File: config.mk
export PLATFORM = sky130hd
export DESIGN_NAME = bitwise16_arbiter_flat
export DESIGN_NICKNAME = d
export VERILOG_FILES = /design/src/rtl/bitwise16_arbiter_pkg.sv /design/src/rtl/bitwise16_arbiter_if.sv /design/src/rtl/bitwise16_arbiter_rr_pick4.sv /design/src/rtl/bitwise16_arbiter.sv /design/src/flat_wrapper.sv
export SDC_FILE = /design/constraint.sdc
export NUM_CORES = 1
export LEC_CHECK = 0
export ABC_AREA = 1
export BUFFER_PORTS_ARGS = -buffer_cell sky130_fd_sc_hd__buf_2
export CORE_ASPECT_RATIO = 0.7
export CORE_MARGIN = 2
export CORE_UTILIZATION = 30
export CTS_BUF_LIST = sky130_fd_sc_hd__clkbuf_8 sky130_fd_sc_hd__clkbuf_16
export DETAILED_ROUTE_END_ITERATION = 6
export GPL_ROUTABILITY_DRIVEN = 0
export MAX_ROUTING_LAYER = met4
export PLACE_DENSITY = 0.6
export SYNTH_ARGS = -nofsm -noshare
export SYNTH_HDL_FRONTEND = slang
export SYNTH_SLANG_ARGS = --single-unit
export TNS_END_PERCENT = 100
File: constraint.sdc
create_clock -name clk -period 7.95 [get_ports clk]
set_clock_uncertainty 0.15 [all_clocks]
set_input_delay 1.59 -clock clk [delete_from_list [all_inputs] [get_ports clk]]
set_output_delay 1.59 -clock clk [all_outputs]
set_load 0.1 [all_outputs]
File: src/rtl/bitwise16_arbiter_pkg.sv
`default_nettype none
// +----------------------------------------------------------------------+
// | Package : bitwise16_pkg                                              |
// | Shared widths, opcode encoding and the 16-bit bitwise logic function |
// | Revision: 1.0                                                        |
// +----------------------------------------------------------------------+
package bitwise16_pkg;

  localparam int W = 16;
  localparam int N = 4;

  typedef enum logic [1:0] {
    OP_AND  = 2'd0,
    OP_NAND = 2'd1,
    OP_OR   = 2'd2,
    OP_XOR  = 2'd3
  } op_e;

  // NAND reuses the AND path and inverts it.
  function automatic logic [W-1:0] logic_op(input op_e op,
                                            input logic [W-1:0] a,
                                            input logic [W-1:0] b);
    logic [W-1:0] w_and;
    logic [W-1:0] w_res;
    w_and = a & b;
    case (op)
      OP_AND:  w_res = w_and;
      OP_NAND: w_res = ~w_and;
      OP_OR:   w_res = a | b;
      default: w_res = a ^ b;
    endcase
    return w_res;
  endfunction

endpackage
`default_nettype wire

File: src/rtl/bitwise16_arbiter_if.sv
`default_nettype none
// +----------------------------------------------------------------------+
// | Interface : bitwise16_arbiter_if                                     |
// | Four-requester issue bus plus single tagged response channel         |
// | Revision  : 1.0                                                      |
// +----------------------------------------------------------------------+
interface bitwise16_arbiter_if;
  import bitwise16_pkg::*;

  logic [N-1:0]   req_valid;
  logic [N-1:0]   req_ready;
  logic [N*W-1:0] req_a;
  logic [N*W-1:0] req_b;
  logic [N*2-1:0] req_op;
  logic           resp_valid;
  logic           resp_ready;
  logic [W-1:0]   resp_data;
  logic [1:0]     resp_id;

  modport master (
    output req_valid, req_a, req_b, req_op, resp_ready,
    input  req_ready, resp_valid, resp_data, resp_id
  );

  modport slave (
    input  req_valid, req_a, req_b, req_op, resp_ready,
    output req_ready, resp_valid, resp_data, resp_id
  );

endinterface
`default_nettype wire

File: src/rtl/bitwise16_arbiter_rr_pick4.sv
`default_nettype none
// +----------------------------------------------------------------------+
// | Module  : rr_pick4                                                   |
// | Combinational 4-way round-robin picker starting after last grant     |
// | Revision: 1.0                                                        |
// +----------------------------------------------------------------------+
module rr_pick4 (
  input  wire logic [3:0] i_req,
  input  wire logic [1:0] i_last_grant,
  output logic      [3:0] o_grant,
  output logic      [1:0] o_idx,
  output logic            o_any
);

  logic [1:0] w_cand;

  // Walk last_grant+1 .. last_grant+4 (mod 4); the first set request wins.
  always_comb begin
    o_grant = 4'b0000;
    o_idx   = 2'd0;
    o_any   = 1'b0;
    w_cand  = 2'd0;
    for (int k = 1; k <= 4; k++) begin
      w_cand = i_last_grant + 2'(k);
      if (!o_any && i_req[w_cand]) begin
        o_any           = 1'b1;
        o_idx           = w_cand;
        o_grant[w_cand] = 1'b1;
      end
    end
  end

endmodule
`default_nettype wire

File: src/rtl/bitwise16_arbiter.sv
`default_nettype none
// +----------------------------------------------------------------------+
// | Module  : bitwise16_arbiter                                          |
// | Shares one 16-bit AND/NAND/OR/XOR unit among four requesters         |
// | Revision: 1.0                                                        |
// +----------------------------------------------------------------------+
module bitwise16_arbiter
  import bitwise16_pkg::*;
(
  input  wire logic          clk,
  input  wire logic          reset,
  bitwise16_arbiter_if.slave bus
);

  logic           r_resp_valid;
  logic [W-1:0]   r_resp_data;
  logic [1:0]     r_resp_id;
  logic [1:0]     r_last_grant;

  logic           w_can_issue;
  logic [N-1:0]   w_req_gated;
  logic [N-1:0]   w_grant;
  logic [1:0]     w_idx;
  logic           w_any;
  logic [W-1:0]   w_a;
  logic [W-1:0]   w_b;
  op_e            w_op;
  logic [W-1:0]   w_result;

  assign w_can_issue = !r_resp_valid || bus.resp_ready;
  assign w_req_gated = bus.req_valid & {N{w_can_issue}};

  rr_pick4 u_pick (
    .i_req        (w_req_gated),
    .i_last_grant (r_last_grant),
    .o_grant      (w_grant),
    .o_idx        (w_idx),
    .o_any        (w_any)
  );

  assign w_a      = bus.req_a[w_idx*W +: W];
  assign w_b      = bus.req_b[w_idx*W +: W];
  assign w_op     = op_e'(bus.req_op[w_idx*2 +: 2]);
  assign w_result = logic_op(w_op, w_a, w_b);

  // Ready is forced low while reset is held, independent of the clock.
  assign bus.req_ready  = reset ? '0 : w_grant;
  assign bus.resp_valid = r_resp_valid;
  assign bus.resp_data  = r_resp_data;
  assign bus.resp_id    = r_resp_id;

  always_ff @(posedge clk or posedge reset) begin
    if (reset) begin
      r_resp_valid <= 1'b0;
      r_resp_data  <= '0;
      r_resp_id    <= 2'd0;
      r_last_grant <= 2'd3;
    end else if (w_any) begin
      r_resp_valid <= 1'b1;
      r_resp_data  <= w_result;
      r_resp_id    <= w_idx;
      r_last_grant <= w_idx;
    end else if (r_resp_valid && bus.resp_ready) begin
      r_resp_valid <= 1'b0;
    end
  end

endmodule
`default_nettype wire

File: src/flat_wrapper.sv
// flat-port wrapper written by rule: the top's interface ports become plain ports
module bitwise16_arbiter_flat import bitwise16_pkg::*;
  (clk, reset, bus_req_valid, bus_req_a, bus_req_b, bus_req_op, bus_resp_ready, bus_req_ready, bus_resp_valid, bus_resp_data, bus_resp_id);
  bitwise16_arbiter_if bus_i ();
  input  wire logic clk;
  input  wire logic reset;
  input wire logic [$bits(bus_i.req_valid)-1:0] bus_req_valid;
  input wire logic [$bits(bus_i.req_a)-1:0] bus_req_a;
  input wire logic [$bits(bus_i.req_b)-1:0] bus_req_b;
  input wire logic [$bits(bus_i.req_op)-1:0] bus_req_op;
  input wire logic [$bits(bus_i.resp_ready)-1:0] bus_resp_ready;
  output wire logic [$bits(bus_i.req_ready)-1:0] bus_req_ready;
  output wire logic [$bits(bus_i.resp_valid)-1:0] bus_resp_valid;
  output wire logic [$bits(bus_i.resp_data)-1:0] bus_resp_data;
  output wire logic [$bits(bus_i.resp_id)-1:0] bus_resp_id;
  assign bus_i.req_valid = bus_req_valid;
  assign bus_i.req_a = bus_req_a;
  assign bus_i.req_b = bus_req_b;
  assign bus_i.req_op = bus_req_op;
  assign bus_i.resp_ready = bus_resp_ready;
  assign bus_req_ready = bus_i.req_ready;
  assign bus_resp_valid = bus_i.resp_valid;
  assign bus_resp_data = bus_i.resp_data;
  assign bus_resp_id = bus_i.resp_id;
  bitwise16_arbiter u_core (.clk(clk), .reset(reset), .bus(bus_i));
endmodule
# Yosys cells after proc, flatten, opt, wreduce, memory -nomap -nowiden
# Index checks and enable logic that the tools add are counted.
# Widths: inputs -> output; s select.
op_classes:
  reduce_logical: 15
  addsub: 3
  n_eq_ne: 2
  shifts: 3
  n_mux: 32
  n_lt_le_gt_ge: 8
  n_bitwise: 8
ops:
  columns: ["cell", "n"]
  rows:
  - ["$shiftx 64x7->16", 2]
  - ["$pmux 16 s3", 1]
  - ["$mux 4", 5]
  - ["$and 16x16->16", 1]
  - ["$not 16->16", 1]
  - ["$or 16x16->16", 1]
  - ["$xor 16x16->16", 1]
  - ["$mux 1", 14]
  - ["$lt 2x3->1 const B", 4]
  - ["$or 4x4->4", 3]
  - ["$bmux 1 s2", 4]
  - ["$demux 1 s2", 4]
  - ["$ge 2x1->1 const B", 4]
  - ["$logic_and 1x1->1", 8]
  - ["$mux 2", 4]
  - ["$shiftx 8x4->2", 1]
  - ["$add 2x2->2 const B", 2]
  - ["$and 4x4->4", 1]
  - ["$logic_not 1->1", 4]
  - ["$add 2x1->2 const B", 1]
  - ["$eq 2x1->1 const B", 1]
  - ["$eq 2x2->1 const B", 1]
  - ["$logic_not 2->1", 1]
  - ["$reduce_bool 2->1", 1]
  - ["$logic_or 1x1->1", 1]
totals:
  input_bits: 143
  ff_bits: 21
  out_inout_bits: 23
  elab_cells: 75

# Longest topological paths before layout
depth:
  ltp_word: 19
  depth_mapped: 23
  depth_no_buf: 21

# Cells and area by module
# From an unflattened synthesis, not the netlist that was laid out.
unflattened:
  cells_unflattened: 588
  area_unflattened_um2: 3575.9
by_module_without_submodules:
  columns: ["mod", "seq_area_each_um2", "n_inst", "cells_each", "area_per_inst_um2"]
  rows:
  - ["bitwise16_arbiter", 528.0, 1, 507, 3040.4]
  - ["rr_pick4", 0.0, 1, 81, 535.5]

# Worst setup path after synthesis
# Ideal clock, no wire load.
synth_path:
  kind: "in2out"
  start: "input port bus_resp_ready"
  end: "output port bus_req_ready[2]"
  cell_stages: 11
  slack_ps: 1970
  t_required_ps: 6210
  arrival_time_ps: 4240
  n_path_buf: 0
  path_cell_list: "inv_1 nand2_2 nand3_1 nand3_2 nand2_4 inv_4 nor2_4 nand3_2 inv_1 nand2_1 a31oi_1"
synth_between:
  elab_chain_cells: 15
  word_cells_on_any_way: 27
  cone_classes: "16 x mux; 4 x bitwise; 7 x reduce/logical"
synth_rtl:
  columns: ["item", "line_no", "rtl"]
  rows:
  - ["start, declared", "flat_wrapper.sv:11", "input wire logic [$bits(bus_i.resp_ready)-1:0] bus_resp_ready;"]
  - ["$logic_or 1x1->1 (*)", "bitwise16_arbiter.sv:30", "assign w_can_issue = !r_resp_valid || bus.resp_ready;"]
  - ["$and 4x4->4 (*)", "bitwise16_arbiter.sv:31", "assign w_req_gated = bus.req_valid & {N{w_can_issue}};"]
  - ["$bmux 1 s2", "bitwise16_arbiter_rr_pick4.sv:25", "if (!o_any && i_req[w_cand]) begin"]
  - ["$mux 1 (not written as such)", "bitwise16_arbiter_rr_pick4.sv:25", null]
  - ["$mux 1", "bitwise16_arbiter_rr_pick4.sv:25", null]
  - ["$logic_not 1->1", "bitwise16_arbiter_rr_pick4.sv:25", null]
  - ["$logic_and 1x1->1", "bitwise16_arbiter_rr_pick4.sv:25", null]
  - ["$mux 1", "bitwise16_arbiter_rr_pick4.sv:25", null]
  - ["$logic_not 1->1", "bitwise16_arbiter_rr_pick4.sv:25", null]
  - ["$logic_and 1x1->1", "bitwise16_arbiter_rr_pick4.sv:25", null]
  - ["$mux 1", "bitwise16_arbiter_rr_pick4.sv:25", null]
  - ["$logic_not 1->1", "bitwise16_arbiter_rr_pick4.sv:25", null]
  - ["$logic_and 1x1->1", "bitwise16_arbiter_rr_pick4.sv:25", null]
  - ["$mux 4 (*)", "bitwise16_arbiter_rr_pick4.sv:25", null]
  - ["$mux 4 (*)", "bitwise16_arbiter.sv:47", "assign bus.req_ready = reset ? '0 : w_grant;"]
  - ["end, declared", "flat_wrapper.sv:12", "output wire logic [$bits(bus_i.req_ready)-1:0] bus_req_ready;"]
# Every way passes the cells marked *; elsewhere a longest branch is shown, timed or not. The select of a mux whose other input is x is not followed.

# Final worst setup path
layout_path:
  start: "input port bus_resp_ready"
  end: "output port bus_req_ready[3]"
# The elaborated chain is that of the path after synthesis.

==> out/qor.yml <==
netlist-cell-type-count: 41
final_layout_size_suffix_gt1_share_pct: 36.0
post-dp-hpwl_um: 9160
cp.buffers_inverters: 5
path_class: "input port to output port"
postLayoutCoreUtil_pct: 37.0
stdcell_area_sq_mm: 0.00516
drt-initial-drc-count: 226
reg2reg_from: "u_core.r_last_grant[1]$_DFFE_PP1P_"
worstReg2RegEnd: "u_core.bus.resp_data[12]$_DFFE_PP0P_"
postSynthNetCount: 819
dieWidth_um: 146
max_root_sink_buffers: 2
grt_pass1_vias: 3961
antenna_cells_inserted: 0
cts_resized: 0
netlist_area_before_placement_sq_mm: 0.00426
timing.reg2reg.setup_slack_ps: 3560
clock-sinks: 21
core_region_area_sq_mm: 0.0139
worst_setup_path_startpoint: "bus_resp_ready"
slew_viol_final: 0
setup.worst_path.end: "bus_req_ready[3]"
run_status: "finished, final reports clean"
dpl_worst_slack_ps: 2780
rsz0062_at_grt: "no"
detail_route.vias_per_cell: 4.48
finalCriticalPeriod_ps: 5180
ys_async_sr_fraction_pct: 100
worstHoldPathType: "flop to flop"
tritoncts: "built"
fin_ws_ps: 2770
finalSetupTns_ps: 0
reg2regPathDepth: 17
cts.hold.buffers_added: 0
timing.final.hold_violations: 0
total_cts_buffers: 3
global_route.usage.total_pct: 15.8
cpLargestDelayFamily: "simple AND/OR/NAND/NOR gates"
place_area_sq_mm: 0.00508
multi_input_combinational_cell_area_sq_mm: 0.00311
worst_setup_hold_path_clk_slew_ps: 60
clk_latency_ps: 250
ys_seq_area_share_pct: 12.4
setup_violations: 0
io_pins: 166
routedWlPerCell_um: 12.3
dieArea_sq_mm: 0.0152
pin_slew_with_the_least_headroom_to_its_limit_ps: 965
layout.filler_cells: 1518
drt_pre_antenna_iters: 4
final_min_period_over_clock_period_pct: 65.2
dominantRegCellSynth: "sky130_fd_sc_hd__dfrtp_1"
critical_path_endpoint_category: "output port"
chipHeight_um: 104
sequential_cell_area_sq_um: 528
grt_max_degree: 72
critical_path.slowest_cell: "sky130_fd_sc_hd__buf_2"
post_cts_buffers: 0
count_of_flip_flops_with_a_built_in_enable_after_synthesis: 0
io_buffers: 165
start_kind: "input port"
detail_route.wirelength_um: 11900
critical_path.max_stage_delay_ps: 450
grt_antenna_before_repair: 0
remaining_drc_errors: 0
max_clock_freq_mhz: 193
worst_ep_arrival_time_ps: 3440
route.vias.total: 4327
placementRows: 36
synthesis.instances: 636
antenna_violating_nets_post_route: 0
flow.area_growth_from_synthesis_pct: 20.9
htree_levels: 1
floorplan.initialDensity_pct: 30.6
gr-total-overflow: 0
slew_headroom_pct: 35.7
grt_pass1_wl_um: 19600
worstSetupPathDepth: 13
critical_path_rt_ps: 6210
flop_and_latch_count_out_of_synthesis: 21
nets: 959
critical_path_peak_fanout: 9
cap_viol_max_count: 0
post_synth.cell_area_avg_sq_um: 6.70
root_buffer: "sky130_fd_sc_hd__clkbuf_16"
timing.critical_path.cells: "buf_2 -> inv_1 -> nand2_2 -> nand3_1 -> nand3_2 -> nand2_4 -> inv_4 -> nor2_4 -> nand3_2 -> inv_1 -> nand2_1 -> a41oi_1 -> buf_2"
yosys_warnings: 0
==> layout make-up <==
cell class	instances	share of cell area, %
Clock buffer	3	1.46
Timing Repair Buffer	166	16.2
Clock inverter	1	0.0728
Sequential cell	21	10.2
Inverter	98	7.18
Tap cell	190	4.61
Multi-Input combinational cell	486	60.3
==> worst min-delay path, cell delays in order, from the launching register on <==
cell                      delay, ps
sky130_fd_sc_hd__dfrtp_1        340
sky130_fd_sc_hd__nand2_1         50
sky130_fd_sc_hd__nand2_1         50
==> layer usage <==
metal	part of all wire, %	track usage, %
met2	41	23.1
met4	0.52	1.87
met1	52	23.7
met3	6.5	1.85
met5	0	-
==> worst min path at each step <==
stage	cells past startpoint	slack, ps	from	endpoint
final	2	320	u_core.bus.resp_data[11]$_DFFE_PP0P_	u_core.bus.resp_data[11]$_DFFE_PP0P_
after CTS	2	330	u_core.bus.resp_data[8]$_DFFE_PP0P_	u_core.bus.resp_data[8]$_DFFE_PP0P_
after detailed placement	2	310	u_core.bus.resp_data[8]$_DFFE_PP0P_	u_core.bus.resp_data[8]$_DFFE_PP0P_
after global routing	2	350	u_core.bus.resp_data[8]$_DFFE_PP0P_	u_core.bus.resp_data[8]$_DFFE_PP0P_
after global placement	2	310	u_core.bus.resp_data[8]$_DFFE_PP0P_	u_core.bus.resp_data[8]$_DFFE_PP0P_
after floorplan	2	500	u_core.r_last_grant[0]$_DFFE_PP1P_	u_core.r_last_grant[0]$_DFFE_PP1P_
==> synthesized netlist by cell type, types with 4 or more instances <==
cell,number,share of area (%)
sky130_fd_sc_hd__a32oi_2,32,12
sky130_fd_sc_hd__buf_6,12,3.2
sky130_fd_sc_hd__inv_1,84,7.4
sky130_fd_sc_hd__dfrtp_1,19,11
sky130_fd_sc_hd__nand2_1,137,12
sky130_fd_sc_hd__buf_4,4,0.70
sky130_fd_sc_hd__clkbuf_1,4,0.35
sky130_fd_sc_hd__nand3b_1,4,0.70
sky130_fd_sc_hd__nor2_1,103,9.1
sky130_fd_sc_hd__or2_2,30,4.4
sky130_fd_sc_hd__nand3_2,6,1.4
sky130_fd_sc_hd__or2_1,27,4.0
sky130_fd_sc_hd__ha_1,40,12
sky130_fd_sc_hd__nand3_4,4,1.6
sky130_fd_sc_hd__or2_0,7,1.0
sky130_fd_sc_hd__inv_2,12,1.1
sky130_fd_sc_hd__buf_2,8,0.94
sky130_fd_sc_hd__nand2_2,5,0.73
sky130_fd_sc_hd__nand3_1,58,6.8
sky130_fd_sc_hd__nand2_4,9,2.4
==> registers in the layout, summed over array words and instances (netlist names) <==
| name | flops |
|---|---|
| u_core.bus.resp_data | 16 |
| u_core.r_last_grant | 2 |
| u_core.bus.resp_valid | 1 |
| u_core.bus.resp_id | 2 |
==> kinds of logic after synthesis <==
logic type | count (synthesis) | synth area share [%]
simple gates | 398 | 46.1
buf+inv | 129 | 14.7
compound gates | 48 | 15.1
fa+ha+maj | 40 | 11.7
flops | 21 | 12.4
==> per-stage QoR <==
stage | hold slack (ps) | instances
CTS | 327 | 965
floorplan | 501 | 636
global route | 347 | 965
detailed placement | 312 | 961
finish | 322 | 965
global placement | 307 | 961
==> placed cells by master (no fill, tap or decap), types with 3 or more instances in the layout <==
master / count
sky130_fd_sc_hd__clkbuf_16: 3
sky130_fd_sc_hd__nor2_1: 103
sky130_fd_sc_hd__or2_0: 7
sky130_fd_sc_hd__nand3_4: 4
sky130_fd_sc_hd__nor2_4: 3
sky130_fd_sc_hd__nand3_2: 6
sky130_fd_sc_hd__a32oi_2: 32
sky130_fd_sc_hd__inv_1: 85
sky130_fd_sc_hd__dfrtp_1: 19
sky130_fd_sc_hd__nand2_4: 9
sky130_fd_sc_hd__nand2_1: 137
sky130_fd_sc_hd__a41oi_1: 3
sky130_fd_sc_hd__buf_2: 165
sky130_fd_sc_hd__nand3_1: 58
sky130_fd_sc_hd__nand2_2: 5
sky130_fd_sc_hd__or2_1: 27
sky130_fd_sc_hd__ha_1: 40
sky130_fd_sc_hd__inv_2: 12
sky130_fd_sc_hd__nand4_1: 3
sky130_fd_sc_hd__nand3b_1: 4
sky130_fd_sc_hd__or2_2: 30
Power is not shown: default switching activity piles up to over one toggle a cycle in this logic, so the estimate is an artifact.
